### config.mk
export PLATFORM = sky130hd
export DESIGN_NAME = gfx_dac_xy
export DESIGN_NICKNAME = d
export VERILOG_FILES = /design/src/rtl/gfx_dac_pkg.sv /design/src/rtl/gfx_dac_xy.sv
export SDC_FILE = /design/constraint.sdc
export NUM_CORES = 1
export LEC_CHECK = 0
export CORE_MARGIN = 2
export CORE_UTILIZATION = 43
export CTS_BUF_LIST = sky130_fd_sc_hd__clkbuf_16
export DETAILED_ROUTE_END_ITERATION = 10
export PLACE_DENSITY = 0.84
export SYNTH_ARGS = -nofsm -noshare
export SYNTH_HDL_FRONTEND = slang
export SYNTH_SLANG_ARGS = --single-unit
### constraint.sdc
create_clock -name clk -period 4.86 [get_ports clk]
set_clock_uncertainty 0.2 [all_clocks]
set_input_delay 0.972 -clock clk [delete_from_list [all_inputs] [get_ports clk]]
set_output_delay 0.972 -clock clk [all_outputs]
set_load 0.01 [all_outputs]
### src/rtl/gfx_dac_pkg.sv
// Shared types and helpers for the gfx point-stream XY vector DAC driver.
package gfx_dac_pkg;

  typedef enum logic [1:0] {
    IDLE  = 2'd0,
    MOVE  = 2'd1,
    DWELL = 2'd2
  } gfx_dac_state_e;

  localparam logic [1:0] ST_IDLE  = IDLE;
  localparam logic [1:0] ST_MOVE  = MOVE;
  localparam logic [1:0] ST_DWELL = DWELL;

  // Beam enables are the MSB of each RGB channel, red channel in the top bits.
  function automatic logic [2:0] rgb_msbs(input logic [63:0] pixel, input int pixel_width);
    int cw;
    cw = pixel_width / 3;
    return {pixel[pixel_width-1], pixel[2*cw-1], pixel[cw-1]};
  endfunction

endpackage

### src/rtl/gfx_dac_xy.sv
// Drives an XY vector DAC from a valid/ready point stream: blanked move, settle, lit dwell.
// Optional macro GFX_DAC_XY_SAME_POS_SKIP_EN skips the settle move when the position is unchanged.
//
// state | meaning
// IDLE  | ready for a point, beam blanked, DAC codes held
// MOVE  | DAC codes updated, beam blanked while the deflection settles
// DWELL | beam lit with the point's colour
module gfx_dac_xy
  import gfx_dac_pkg::*;
#(
  parameter int DAC_DATA_WIDTH = 10,
  parameter int H_WIDTH        = 12,
  parameter int V_WIDTH        = 12,
  parameter int PIXEL_WIDTH    = 12,
  parameter int SETTLE_CYCLES  = 4,
  parameter int DWELL_CYCLES   = 2
) (
  input  logic                      clk,
  input  logic                      rst,
  input  logic                      s_gfx_valid,
  input  logic [H_WIDTH-1:0]        s_gfx_x,
  input  logic [V_WIDTH-1:0]        s_gfx_y,
  input  logic [PIXEL_WIDTH-1:0]    s_gfx_pixel,
  output logic                      s_gfx_ready,
  output logic [DAC_DATA_WIDTH-1:0] dac_x,
  output logic [DAC_DATA_WIDTH-1:0] dac_y,
  output logic                      dac_red,
  output logic                      dac_grn,
  output logic                      dac_blu
);

  localparam int CNT_MAX = (SETTLE_CYCLES > DWELL_CYCLES) ? SETTLE_CYCLES : DWELL_CYCLES;
  localparam int CNT_W   = $clog2(CNT_MAX + 1);
  localparam logic [CNT_W-1:0] SETTLE_LOAD = CNT_W'((SETTLE_CYCLES > 0) ? SETTLE_CYCLES - 1 : 0);
  localparam logic [CNT_W-1:0] DWELL_LOAD  = CNT_W'(DWELL_CYCLES - 1);

  logic [1:0]                state;
  logic [CNT_W-1:0]          cnt;
  logic [2:0]                rgb_q;
  logic [DAC_DATA_WIDTH-1:0] x_code;
  logic [DAC_DATA_WIDTH-1:0] y_code;
  logic [2:0]                rgb_in;
  logic                      skip_move;
  logic                      unused_inputs;

  assign x_code = s_gfx_x[H_WIDTH-1 -: DAC_DATA_WIDTH];
  assign y_code = s_gfx_y[V_WIDTH-1 -: DAC_DATA_WIDTH];
  assign rgb_in = rgb_msbs(64'(s_gfx_pixel), PIXEL_WIDTH);
  assign unused_inputs = ^{s_gfx_x, s_gfx_y};

  always_comb begin
    skip_move = (SETTLE_CYCLES == 0);
`ifdef GFX_DAC_XY_SAME_POS_SKIP_EN
    if ((x_code == dac_x) && (y_code == dac_y)) skip_move = 1'b1;
`endif
  end

  always_ff @(posedge clk) begin
    if (rst) begin
      state       <= ST_IDLE;
      cnt         <= '0;
      rgb_q       <= '0;
      s_gfx_ready <= 1'b0;
      dac_x       <= '0;
      dac_y       <= '0;
      dac_red     <= 1'b0;
      dac_grn     <= 1'b0;
      dac_blu     <= 1'b0;
    end else begin
      case (state)
        ST_IDLE: begin
          {dac_red, dac_grn, dac_blu} <= 3'b000;
          if (s_gfx_valid && s_gfx_ready) begin
            s_gfx_ready <= 1'b0;
            dac_x       <= x_code;
            dac_y       <= y_code;
            rgb_q       <= rgb_in;
            if (skip_move) begin
              state                       <= ST_DWELL;
              cnt                         <= DWELL_LOAD;
              {dac_red, dac_grn, dac_blu} <= rgb_in;
            end else begin
              state <= ST_MOVE;
              cnt   <= SETTLE_LOAD;
            end
          end else begin
            s_gfx_ready <= 1'b1;
          end
        end
        ST_MOVE: begin
          if (cnt == '0) begin
            state                       <= ST_DWELL;
            cnt                         <= DWELL_LOAD;
            {dac_red, dac_grn, dac_blu} <= rgb_q;
          end else begin
            cnt <= cnt - 1'b1;
          end
        end
        ST_DWELL: begin
          if (cnt == '0) begin
            state                       <= ST_IDLE;
            s_gfx_ready                 <= 1'b1;
            {dac_red, dac_grn, dac_blu} <= 3'b000;
          end else begin
            cnt <= cnt - 1'b1;
          end
        end
        default: begin
          state       <= ST_IDLE;
          s_gfx_ready <= 1'b0;
          {dac_red, dac_grn, dac_blu} <= 3'b000;
        end
      endcase
    end
  end

endmodule

==> results.json, run 1 <==
{
  "status": "completed",
  "p_int_mw": 0.6121,
  "dpl.cell_count": 229,
  "num-fill-cells": 237,
  "max_cap_viol_count": 0,
  "syn_nets": 203,
  "worstPathRequired_ps": 4760,
  "initial_core_util_pct": 46.43,
  "antenna_cells": 0,
  "path_max_fanout": 23,
  "clkSinkCount": 32,
  "setup_viol_count_final": 0,
  "rsz0062_at_grt": "false",
  "tightest_slew_ps": 1139,
  "cp_num_buf_inv": 1,
  "rows": 19,
  "core_sq_um": 2805,
  "drtAntennaViolNets": 0,
  "met2_usage_pct": 36.83,
  "grtUsageMet1_pct": 18.27,
  "post-route-period-util_pct": 52.98,
  "slowest_stage": "nand3_1",
  "switching_share_pct": 25.19,
  "synthCells": 157,
  "place_ws_ps": 1982,
  "cts-hold-fix-buffers": 0,
  "viasPerCell": 5.097,
  "seq_area_sq_um": 640.6,
  "path_cells": "clkdlybuf4s50_1 > nand3_1 > nand2_1 > a21oi_1",
  "grt_start_max_net_pins": 33,
  "drt_iter0_drc": 37,
  "h-tree-depth": 2,
  "finalMaxSlewViolations": 0,
  "antenna_found_initial": 0,
  "peakVddDrop_uv": 298.8,
  "power.total_mw": 0.8182,
  "synth.avg_cell_area_sq_um": 8.296,
  "arrival_ps": 2470,
  "hold_viol": 0,
  "die_height_um": 59.04,
  "grt_pass1_vias": 1223,
  "drc": 0,
  "fin_nets": 251,
  "clockBufferDepth": 2,
  "async_flop_share_pct": 0,
  "finalCriticalPeriod_ps": 2575,
  "synth-seq-cells": 32,
  "cts_resized": 0,
  "numCtsBuffers": 5,
  "post_drt_wl_per_cell_um": 12.36,
  "combPwrFrac_pct": 21.2,
  "die_area_sq_um": 3485,
  "start_kind": "input pin",
  "dpl.hpwl_um": 2067,
  "synth_edf_count": 0,
  "port_buffers": 49,
  "fmax_ghz": 0.3884,
  "drive_gt1_share_pct": 5.825,
  "leakagePower_nw": 0.7346,
  "cts-root-buf": "clkbuf_16",
  "firstDrtPassIters": 4,
  "p_per_area_nw_per_um2": 417.8,
  "track_usage_pct": 18.66,
  "ys_seq_area_share_pct": 49.18,
  "wl_um": 2929,
  "path_clk_slew_ps": 50,
  "stdcell_count": 237,
  "overflow": 0,
  "cts_tree": "yes",
  "seqPwrFrac_pct": 37.3,
  "maxSlewHeadroom_pct": 23.84,
  "cts_setup_buffers": 0,
  "grt_pass1_wl_um": 4988,
  "yosys_warnings": 0,
  "setup_tns_ps": 0,
  "syn_area_sq_um": 1302,
  "cp_slowest_stage_delay_ps": 610,
  "pin_count": 63,
  "via_count": 1208,
  "synth-main-ff-cell": "dfxtp_1",
  "setup_slack_ps": 2285,
  "multi_input_area_sq_um": 609.3,
  "hold_path_class": "flop to flop",
  "path_class": "input pin to flop",
  "die_width_um": 59.04,
  "cp_top_family": "simple AND/OR/NAND/NOR gates",
  "met3_usage_pct": 5.459,
  "gp_congestion": 0.7963,
  "busiest_layer": "met2",
  "synth_cell_types": 24,
  "cp-end-kind": "flop",
  "area_growth_pct": 50.34,
  "power_frac_clock_pct": 41.5,
  "p_sw_mw": 0.2061,
  "clock_latency_ps": 270
}
cell families (layout without fill, tap and decap cells):
logic type	Yosys count	after routing	synth area share [%]
simple gates	67	67	21.04
compound gates	38	38	18.25
flops	32	32	49.18
buf+inv	12	61	4.034
fa+ha+maj	7	7	6.724
mux	1	1	0.7685
stage by stage:
stage	cell area (sq um)	util (%)	hold slack (ps)
final	1958	69.80	251.8
after global routing	1958	69.80	277.1
after CTS	1958	69.80	255.3
after detailed placement	1794	63.96	248.5
after global placement	1794	63.96	241.2
after floorplan	1303	-	236.0
cell type report:
class	count	share of cell area (%)
clock buffer	5	6.390
timing repair buffer	49	25.05
inverter	4	0.7668
tap	31	1.981
sequential	32	32.72
multi-input combinational	113	31.12
clock inverter	3	1.981
power groups by stage:
stage	Sequential, mW	Combinational (mW)	Clock (mW)
after floorplan	0.315	0.0990	0
after global placement	0.308	0.167	0
after detailed placement	0.310	0.173	0
after CTS	0.305	0.175	0.345
after global routing	0.309	0.195	0.353
final	0.305	0.173	0.340
registers in the layout, indices dropped and copies added (netlist names):
signal,flops
s_gfx_ready,1
rgb_q,3
cnt,3
dac_red,1
dac_x,10
state,2
dac_grn,1
dac_y,10
dac_blu,1
layer usage:
layer,vias to the layer above,routed length (um)
met1,545,1187
met3,4,210
met4,0,26
met5,-,0
li1,614,-
met2,45,1505
layout by cell type, fill, tap and decap left out, types with 2 or more instances in the layout:
cell / Yosys / final
a211oi_1: 2 / 2
a21oi_1: 27 / 27
a22oi_1: 3 / 3
clkbuf_16: 0 / 5
clkdlybuf4s50_1: 0 / 49
dfxtp_1: 32 / 32
ha_1: 7 / 7
inv_1: 4 / 5
nand2_1: 48 / 48
nor2_1: 11 / 11
o21ai_0: 2 / 2
worst reg2reg max path, delay by kind of cell, from the launching register on:
family | cells | cell delay [ps]
fa+ha+maj | 1 | 250
compound gates | 1 | 90
flops | 1 | 350
simple gates | 2 | 880
buf+inv | 1 | 100
path summary, 6_finish.rpt:
kind | from | to | slack [ps] | cells after the start
setup / recovery | s_gfx_valid | dac_x[7] | 2290 | 4
setup reg to reg | state[0] | dac_x[7] | 2810 | 5
hold / removal | dac_y[4] | dac_y[4] | 250 | 2
hold reg to reg | dac_y[4] | dac_y[4] | 250 | 2
synthesized netlist by cell type (all sizes together) (2+ instances only):
library cell  instances  area (sq um)
nand2                49         186.4
dfxtp                32         640.6
a21oi                27         135.1
nor2                 11         41.29
ha                    7         87.58
clkbuf                6         22.52
inv                   4         15.01
a22oi                 3         22.52
a211oi                2         15.01
buf                   2         15.01
o21ai                 2         10.01
Power figures use the tool's default switching activity.
==> run 2, diff against run 1 <==
--- a/config.mk
+++ b/config.mk
@@ -6,10 +6,10 @@
 export NUM_CORES = 1
 export LEC_CHECK = 0
 export CORE_MARGIN = 2
-export CORE_UTILIZATION = 43
+export CORE_UTILIZATION = 40
 export CTS_BUF_LIST = sky130_fd_sc_hd__clkbuf_16
 export DETAILED_ROUTE_END_ITERATION = 10
-export PLACE_DENSITY = 0.84
+export PLACE_DENSITY = 0.79
 export SYNTH_ARGS = -nofsm -noshare
 export SYNTH_HDL_FRONTEND = slang
 export SYNTH_SLANG_ARGS = --single-unit
==> constraint.sdc (replaced) <==
create_clock -name clk -period 2.7 [get_ports clk]
set_clock_uncertainty 0.2 [all_clocks]
set_input_delay 0.54 -clock clk [delete_from_list [all_inputs] [get_ports clk]]
set_output_delay 0.54 -clock clk [all_outputs]
set_load 0.01 [all_outputs]
==> run 2 against run 1 <==
Effect of this change: count of clock-buffer cells in the layout unchanged; largest power group is now sequential cells; sequential power increased by 80%; clock power grew 54%; critical path depth is 3 lower.
==> results.json, run 2 (synthesized netlist as in run 1, its figures left out) <==
{
  "rows": 20,
  "p_per_area_nw_per_um2": 706.3,
  "cp-end-kind": "output pin",
  "area_growth_pct": 50.82,
  "drive_gt1_share_pct": 6.731,
  "cts_resized": 0,
  "cts_setup_buffers": 0,
  "port_buffers": 49,
  "start_kind": "flop",
  "grt_pass1_wl_um": 4726,
  "status": "completed",
  "drt_iter0_drc": 30,
  "cp-startpoint": "s_gfx_ready",
  "overflow": 0,
  "die_width_um": 61.07,
  "cp_top_family": "buffers and inverters",
  "combPwrFrac_pct": 22.8,
  "top_regs": "dac_x x10, dac_y x10",
  "pin_count": 63,
  "antenna_found_initial": 0,
  "num-fill-cells": 270,
  "numCtsBuffers": 5,
  "drtAntennaViolNets": 0,
  "finalCriticalPeriod_ps": 2000,
  "core_sq_um": 3078,
  "via_count": 1181,
  "track_usage_pct": 18.14,
  "hold_path_class": "flop to flop",
  "worstPathRequired_ps": 1960,
  "post-route-period-util_pct": 74.06,
  "clock_latency_ps": 270,
  "arrival_ps": 1260,
  "cp_num_buf_inv": 1,
  "die_height_um": 61.07,
  "setup_viol_count_final": 0,
  "path_clk_slew_ps": 50,
  "leakagePower_nw": 0.7298,
  "final_cell_mix": "clkdlybuf4s50_1 (49), nand2_1 (48), dfxtp_1 (32)",
  "cp_slowest_stage_delay_ps": 570,
  "final_cell_area_sq_um": 1964,
  "rr_startpoint": "cnt[0]",
  "antenna_cells": 0,
  "max_cap_viol_count": 0,
  "slowest_stage": "clkdlybuf4s50_1",
  "grt_pass1_vias": 1143,
  "p_int_mw": 1.010,
  "grt_start_max_net_pins": 33,
  "holdCritStartpoint": "dac_x[0]",
  "tightest_slew_ps": 431.4,
  "gp_congestion": 0.7929,
  "seqPwrFrac_pct": 39.5,
  "finalMaxSlewViolations": 0,
  "cts_tree": "yes",
  "rsz0062_at_grt": "false",
  "fmax_ghz": 0.5001,
  "p_sw_mw": 0.3778,
  "path_class": "flop to output pin",
  "maxSlewHeadroom_pct": 71.18,
  "drc": 0,
  "cts-hold-fix-buffers": 0,
  "viasPerCell": 4.687,
  "power_frac_clock_pct": 37.7,
  "wl_um": 2981,
  "h-tree-depth": 2,
  "cts-root-buf": "clkbuf_16",
  "path_max_fanout": 6,
  "clkSinkCount": 32,
  "clockBufferDepth": 2,
  "firstDrtPassIters": 2,
  "fin_nets": 253,
  "path_cells": "clkdlybuf4s50_1",
  "dpl.cell_count": 244,
  "setup_tns_ps": 0,
  "dpl.hpwl_um": 2127,
  "layout_commonest_cell": "clkdlybuf4s50_1",
  "die_area_sq_um": 3729,
  "hold_viol": 0,
  "stdcell_count": 252,
  "initial_core_util_pct": 42.32,
  "switching_share_pct": 27.23,
  "placed_area_sq_um": 1826,
  "peakVddDrop_uv": 431.4,
  "post_drt_wl_per_cell_um": 11.83
}
[run 2: changes by cell type in the layout (fill, tap and decap cells not counted)]
cell	delta
inv_1	-1
clkinv_2	+1
clkinv_1	+1
bufinv_16	-1
buf_4	+2
[run 2: worst paths after layout]
kind	to	slack [ps]	depth (start not counted)
min	dac_x[0]	250	2
max	s_gfx_ready	700	1
max reg2reg	cnt[0]	860	6
min reg2reg	dac_x[0]	250	2
[run 2: final cells by class]
type,count,area [sq um],area share (%)
Sequential cell,32,640.6,32.61
Multi-Input combinational cell,113,609.3,31.02
Timing Repair Buffer,51,505.5,25.73
Clock buffer,5,125.1,6.369
Tap cell,44,55.05,2.803
Inverter,4,15.01,0.7643
Clock inverter,3,13.76,0.7006
[run 2: worst reg2reg max path, delay by kind of cell, from the launching register on]
kind	cells	cell delay [ps]
DFF	1	320
and+or+nand+nor	3	690
buffers and inverters	1	80
AOI/OAI and AO/OA	1	270
adders and majority gates	1	160
[run 2: power groups by stage]
| stage | Combinational, mW | Clock (mW) | Sequential (mW) |
|---|---|---|---|
| 2_1_floorplan | 0.178 | 0 | 0.567 |
| 3_3_place_gp | 0.304 | 0 | 0.555 |
| 3_5_place_dp | 0.318 | 0 | 0.558 |
| 4_1_cts | 0.320 | 0.540 | 0.548 |
| 5_1_grt | 0.352 | 0.557 | 0.553 |
| 6_report | 0.316 | 0.523 | 0.549 |
[run 2: stage by stage]
| step | total power [mW] | hold WS, ps | utilization, % | setup slack, ps |
|---|---|---|---|---|
| 2_1_floorplan | 0.7455 | 236.0 | - | 1086 |
| 3_3_place_gp | 0.8590 | 241.1 | 59.31 | 583.1 |
| 3_5_place_dp | 0.8757 | 245.9 | 59.31 | 480.3 |
| 4_1_cts | 1.409 | 252.7 | 63.82 | 688.8 |
| 5_1_grt | 1.462 | 267.7 | 63.82 | 663.0 |
| 6_report | 1.387 | 250.7 | 63.82 | 700.3 |
[run 2: layer usage]
| metal | vias to the layer above | part of all wire, % | GRT usage (%) |
|---|---|---|---|
| met2 | 40 | 52 | 32.83 |
| met3 | 4 | 7.5 | 8.193 |
| li1 | 615 | - | - |
| met4 | 0 | 2.2 | 10.25 |
| met1 | 522 | 39 | 16.67 |
| met5 | - | 0 | 0 |
==> run 3, diff against run 2 <==
--- a/config.mk
+++ b/config.mk
@@ -6,10 +6,10 @@
 export NUM_CORES = 1
 export LEC_CHECK = 0
 export CORE_MARGIN = 2
-export CORE_UTILIZATION = 40
+export CORE_UTILIZATION = 36
 export CTS_BUF_LIST = sky130_fd_sc_hd__clkbuf_16
 export DETAILED_ROUTE_END_ITERATION = 10
-export PLACE_DENSITY = 0.79
+export PLACE_DENSITY = 0.75
 export SYNTH_ARGS = -nofsm -noshare
 export SYNTH_HDL_FRONTEND = slang
 export SYNTH_SLANG_ARGS = --single-unit
==> constraint.sdc (replaced) <==
create_clock -name clk -period 1.8 [get_ports clk]
set_clock_uncertainty 0.2 [all_clocks]
set_input_delay 0.36 -clock clk [delete_from_list [all_inputs] [get_ports clk]]
set_output_delay 0.36 -clock clk [all_outputs]
set_load 0.01 [all_outputs]
==> run 3 against run 2 <==
Effect of this change: largest power group unchanged; global-route usage shrank 3.3 points; worst setup slack lost 620 ps; worst hold slack is essentially flat; highest routed layer unchanged; die area grew 10%; flip-flop and latch count is the same; count of clock-buffer cells in the layout is the same.
==> results.json, run 3 (synthesized netlist as in run 1, its figures left out) <==
{
  "grt_start_max_net_pins": 33,
  "path_cells": "clkdlybuf4s50_1",
  "worstHoldEndpoint": "dac_x[7]",
  "numCtsBuffers": 5,
  "drt_iter0_drc": 43,
  "port_buffers": 49,
  "final_cell_area_sq_um": 2058,
  "hold_path_class": "flop to flop",
  "rsz0062_at_grt": "false",
  "placed_area_sq_um": 1903,
  "die_width_um": 64.15,
  "tightest_slew_ps": 328.1,
  "final_cell_mix": "nand2_1 (48), clkdlybuf4s50_1 (48), dfxtp_1 (30)",
  "core_sq_um": 3416,
  "cts-root-buf": "clkbuf_16",
  "grt_pass1_vias": 1084,
  "reg2reg_depth": 5,
  "leakagePower_nw": 0.7859,
  "finalCriticalPeriod_ps": 1719,
  "antenna_cells": 0,
  "holdCritStartpoint": "dac_x[7]",
  "p_per_area_nw_per_um2": 1028,
  "finalMaxSlewViolations": 0,
  "wl_um": 2739,
  "clockBufferDepth": 2,
  "cts_tree": "yes",
  "rows": 21,
  "cp_num_buf_inv": 1,
  "grt_pass1_wl_um": 4754,
  "cp_top_family": "buffers and inverters",
  "max_cap_viol_count": 0,
  "clock_latency_ps": 270,
  "path_class": "flop to output pin",
  "setup_slack_ps": 81.40,
  "track_usage_pct": 14.88,
  "die_height_um": 64.15,
  "gp_congestion": 0.8246,
  "path_clk_slew_ps": 50,
  "clkSinkCount": 32,
  "peakVddDrop_uv": 639.7,
  "viasPerCell": 4.531,
  "slowest_stage": "clkdlybuf4s50_1",
  "overflow": 0,
  "dpl.hpwl_um": 1906,
  "drc": 0,
  "initial_core_util_pct": 38.13,
  "arrival_ps": 1160,
  "drtAntennaViolNets": 0,
  "fmax_ghz": 0.5819,
  "cp-end-kind": "output pin",
  "stdcell_count": 260,
  "r2r-end": "cnt[2]",
  "maxSlewHeadroom_pct": 78.12,
  "pin_count": 63,
  "top_regs": "dac_x x10, dac_y x10",
  "start_kind": "flop",
  "r2r_slack_ps": 130,
  "hold_ws_ps": 250.3,
  "area_growth_pct": 58.02,
  "antenna_found_initial": 0,
  "setup_viol_count_final": 0,
  "place_ws_ps": -147.6,
  "h-tree-depth": 2,
  "post_drt_wl_per_cell_um": 10.53,
  "firstDrtPassIters": 4,
  "cp_slowest_stage_delay_ps": 550,
  "holdPathStages": 2,
  "cts-hold-fix-buffers": 0,
  "rr_startpoint": "state[0]",
  "post-route-period-util_pct": 95.48,
  "status": "completed",
  "hold_viol": 0,
  "fin_nets": 259,
  "die_area_sq_um": 4115,
  "drive_gt1_share_pct": 10.28,
  "path_max_fanout": 2,
  "via_count": 1178,
  "worstPathRequired_ps": 1240,
  "dpl.cell_count": 251
}
[run 3: repair_timing]
action                                  in CTS  in global routing
setup buffers                                0                  1
endpoints found under the setup margin       1                  6
gates cloned                                 0                  0
gates resized for setup                      1                  5
pin swaps                                    0                  2
[run 3: how the worst max path moves through the flow]
stage,startpoint,to,slack [ps],depth (start not counted)
floorplan,state[0],dac_y[3],190,7
global placement,s_gfx_valid,cnt[0],-120,5
detailed placement,s_gfx_valid,cnt[2],-150,5
CTS,cnt[0],cnt[2],50,6
global route,state[0],state[1],5,6
finish,dac_grn,dac_grn,80,1
[run 3: power by group]
part / total (mW) / switching, mW / internal (mW)
sequential: 0.826 / 0.0455 / 0.781
clock: 0.759 / 0.265 / 0.495
combinational: 0.530 / 0.241 / 0.289
total: 2.12 / 0.551 / 1.56
[run 3: layer usage]
layer,global-route usage [%],vias to the layer above,wire length [um]
met3,5.458,5,209
met1,18.33,508,1181
li1,-,631,-
met4,7.181,0,48
met2,22.92,34,1298
met5,0,-,0
[run 3: through the flow]
stage	utilization [%]	power (mW)	setup TNS, ps
3_5_place_dp	55.71	1.350	-802.1
2_1_floorplan	-	1.118	0
4_1_cts	59.67	2.124	0
3_3_place_gp	55.71	1.346	-414.6
5_1_grt	60.26	2.246	0
6_report	60.26	2.115	0
[run 3: area by class of cell]
| type | count | area [sq um] |
|---|---|---|
| tap | 46 | 57.56 |
| sequential | 32 | 643.1 |
| fill | 316 | 1358 |
| timing repair buffer | 57 | 586.8 |
| clock inverter | 3 | 11.26 |
| multi-input combinational | 113 | 619.3 |
| clock buffer | 5 | 125.1 |
| inverter | 4 | 15.01 |
==> RTL change: new RTL, config.mk and constraints of run 3 <==
Set the parameter `DWELL_CYCLES` to 4 (it was 2).
--- a/src/rtl/gfx_dac_xy.sv
+++ b/src/rtl/gfx_dac_xy.sv
@@ -14,5 +14,5 @@
   parameter int PIXEL_WIDTH    = 12,
   parameter int SETTLE_CYCLES  = 4,
-  parameter int DWELL_CYCLES   = 2
+  parameter int DWELL_CYCLES   = 4
 ) (
   input  logic                      clk,
Formal check against the unedited RTL: not equivalent (Yosys sat finds a counterexample within 10 cycles, from zero or initial values and one cycle with rst high).
==> RTL change against run 3 <==
Combinational power is 5.5% higher; utilization down 2.1 points; sequential cell count is the same; register-to-register slack got worse by 0.03 ns; total power increased by 3.0%; critical endpoint is now s_gfx_ready; synthesized area increased by 2.0%; synthesized cell count increased by 3.8%; critical path depth stayed put; highest routed layer unchanged; routed wire length up 9.9%; setup slack lost 0.028 ns; final area increased by 1.8%; fmax shrank 1.6%.
==> RTL change: results (changes against run 3) <==
| Metric | Value |
|---|---|
| Outcome | `completed` |
| Synth cell count leaders | `nand2_1, dfxtp_1, a21oi_1` |
| Gpl congestion | `0.730 (-12%)` |
| Dominant cells by area after synthesis | `dfxtp_1, nand2_1, a21oi_1` |
| P_leak | `0.000818 µW (+4.0%)` |
| Placed Cells incl. Taps | `260 (+3.6%)` |
| Root Buffer | `clkbuf_16` |
| Net count reported at finish | `265 (+2.3%)` |
| Largest fanout on the critical path | `5 (+3)` |
| Crit path max-delay family | `buffers and inverters` |
| Hpwl dp | `2140 µm (+12%)` |
| Clk buf depth | `2 (unchanged)` |
| Vias in the first global route | `1230 (+13%)` |
| Setup Slack @ Placement | `-0.121 ns (+0.0262 ns)` |
| Synth cell types | `23 (-4.2%)` |
| Multi-input logic area | `649 µm² (+4.8%)` |
| Slew @ Worst Pin | `0.338 ns (+0.00992 ns)` |
| Clk_lat worst skew | `0.27 ns (about the same)` |
| DR WL/cell | `11.2 µm (+6.3%)` |
| Hold_sp | `dac_x[0]` |
| Switching Power | `602 µW (+9.2%)` |
| Worst path slowest cell | `clkdlybuf4s50_1` |
| Share of layout cells above drive strength 1 | `13.6% (+3.3 points)` |
| Peak VDD IR | `0.490 mV (-23%)` |
| Fillcell total | `319 (+0.95%)` |
| First-pass GRT wire length | `5310 µm (+12%)` |
| Net Count, Synth | `208 (+2.5%)` |
| Cell count after synthesis | `163 (+3.8%)` |
| H-tree depth | `2 (unchanged)` |
| Post-synth ARST share | `0% (unchanged)` |
| Total track usage | `16.4% (+1.5 points)` |
| Setup crit start | `s_gfx_ready` |
| Seq/Total Area, Yosys | `48.2% (-0.97 points)` |
| Vias per inst | `4.66 (+2.8%)` |
| Clock transition at the registers of the reported paths | `0.05 ns (about the same)` |
| Crit path DAT | `1.19 ns (+0.03 ns)` |
| Largest net degree at the start of global routing | `20 (-39%)` |
| Diodes inserted | `0 (unchanged)` |
| Final wirelength | `3010 µm (+9.9%)` |
| Area post-placement | `0.00191 mm² (+0.59%)` |
| First-iteration detailed-routing DRC count | `38 (-12%)` |
==> RTL change: per-layer routing <==
| layer | part of all wire (%) | vias to the layer above | GRT usage (%) |
|---|---|---|---|
| li1 | - | 657 | - |
| met1 | 45 | 550 | 19.7 |
| met2 | 47 | 40 | 25.9 |
| met3 | 4.9 | 6 | 3.30 |
| met4 | 3.1 | 0 | 12.0 |
| met5 | 0 | - | 0 |
==> RTL change: kinds of logic (layout without fill, tap and decap cells) <==
kind of cell    after synthesis  in the layout  share of synthesized area [%]
mux                           2              2                           1.69
buf+inv                      15             73                           4.71
simple gates                 65             65                           19.7
flops                        32             32                           48.2
fa+ha+maj                     6              6                           5.65
compound gates               43             43                           20.1
==> RTL change: repair_timing <==
| item | in CTS | in global routing |
|---|---|---|
| buffers inserted | 0 | 1 |
| endpoints found under the setup margin | 1 | 5 |
| resized for setup | 1 | 8 |
| pin swaps | 0 | 2 |
==> RTL change: cell type report <==
class	instances	share of cell area [%]
clock inverter	3	0.896
inverter	4	0.716
tap	48	2.87
multi-input combinational	116	31.0
clock buffer	5	5.97
timing repair buffer	61	27.8
sequential	32	30.7
==> RTL change: worst reg2reg max path, stage by stage, from the launching register on <==
cell	delay, ns
dfxtp_2	0.35
inv_1	0.06
ha_1	0.21
a21boi_2	0.18
a211oi_4	0.32
nor2_1	0.07
a311oi_1	0.23
==> RTL change: worst paths after layout <==
check	endpoint	slack, ns	cells after the start
min	dac_x[0]	0.25	2
max	s_gfx_ready	0.05	1
min reg2reg	dac_x[0]	0.25	2
max reg2reg	cnt[0]	0.10	6
==> RTL change: power by group through the flow <==
stage | clock network (µW) | registers (µW) | logic, µW
after floorplan | 0 | 839 | 272
after global placement | 0 | 823 | 515
after detailed placement | 0 | 826 | 520
after CTS | 830 | 813 | 523
after global routing | 872 | 826 | 620
final | 804 | 816 | 559
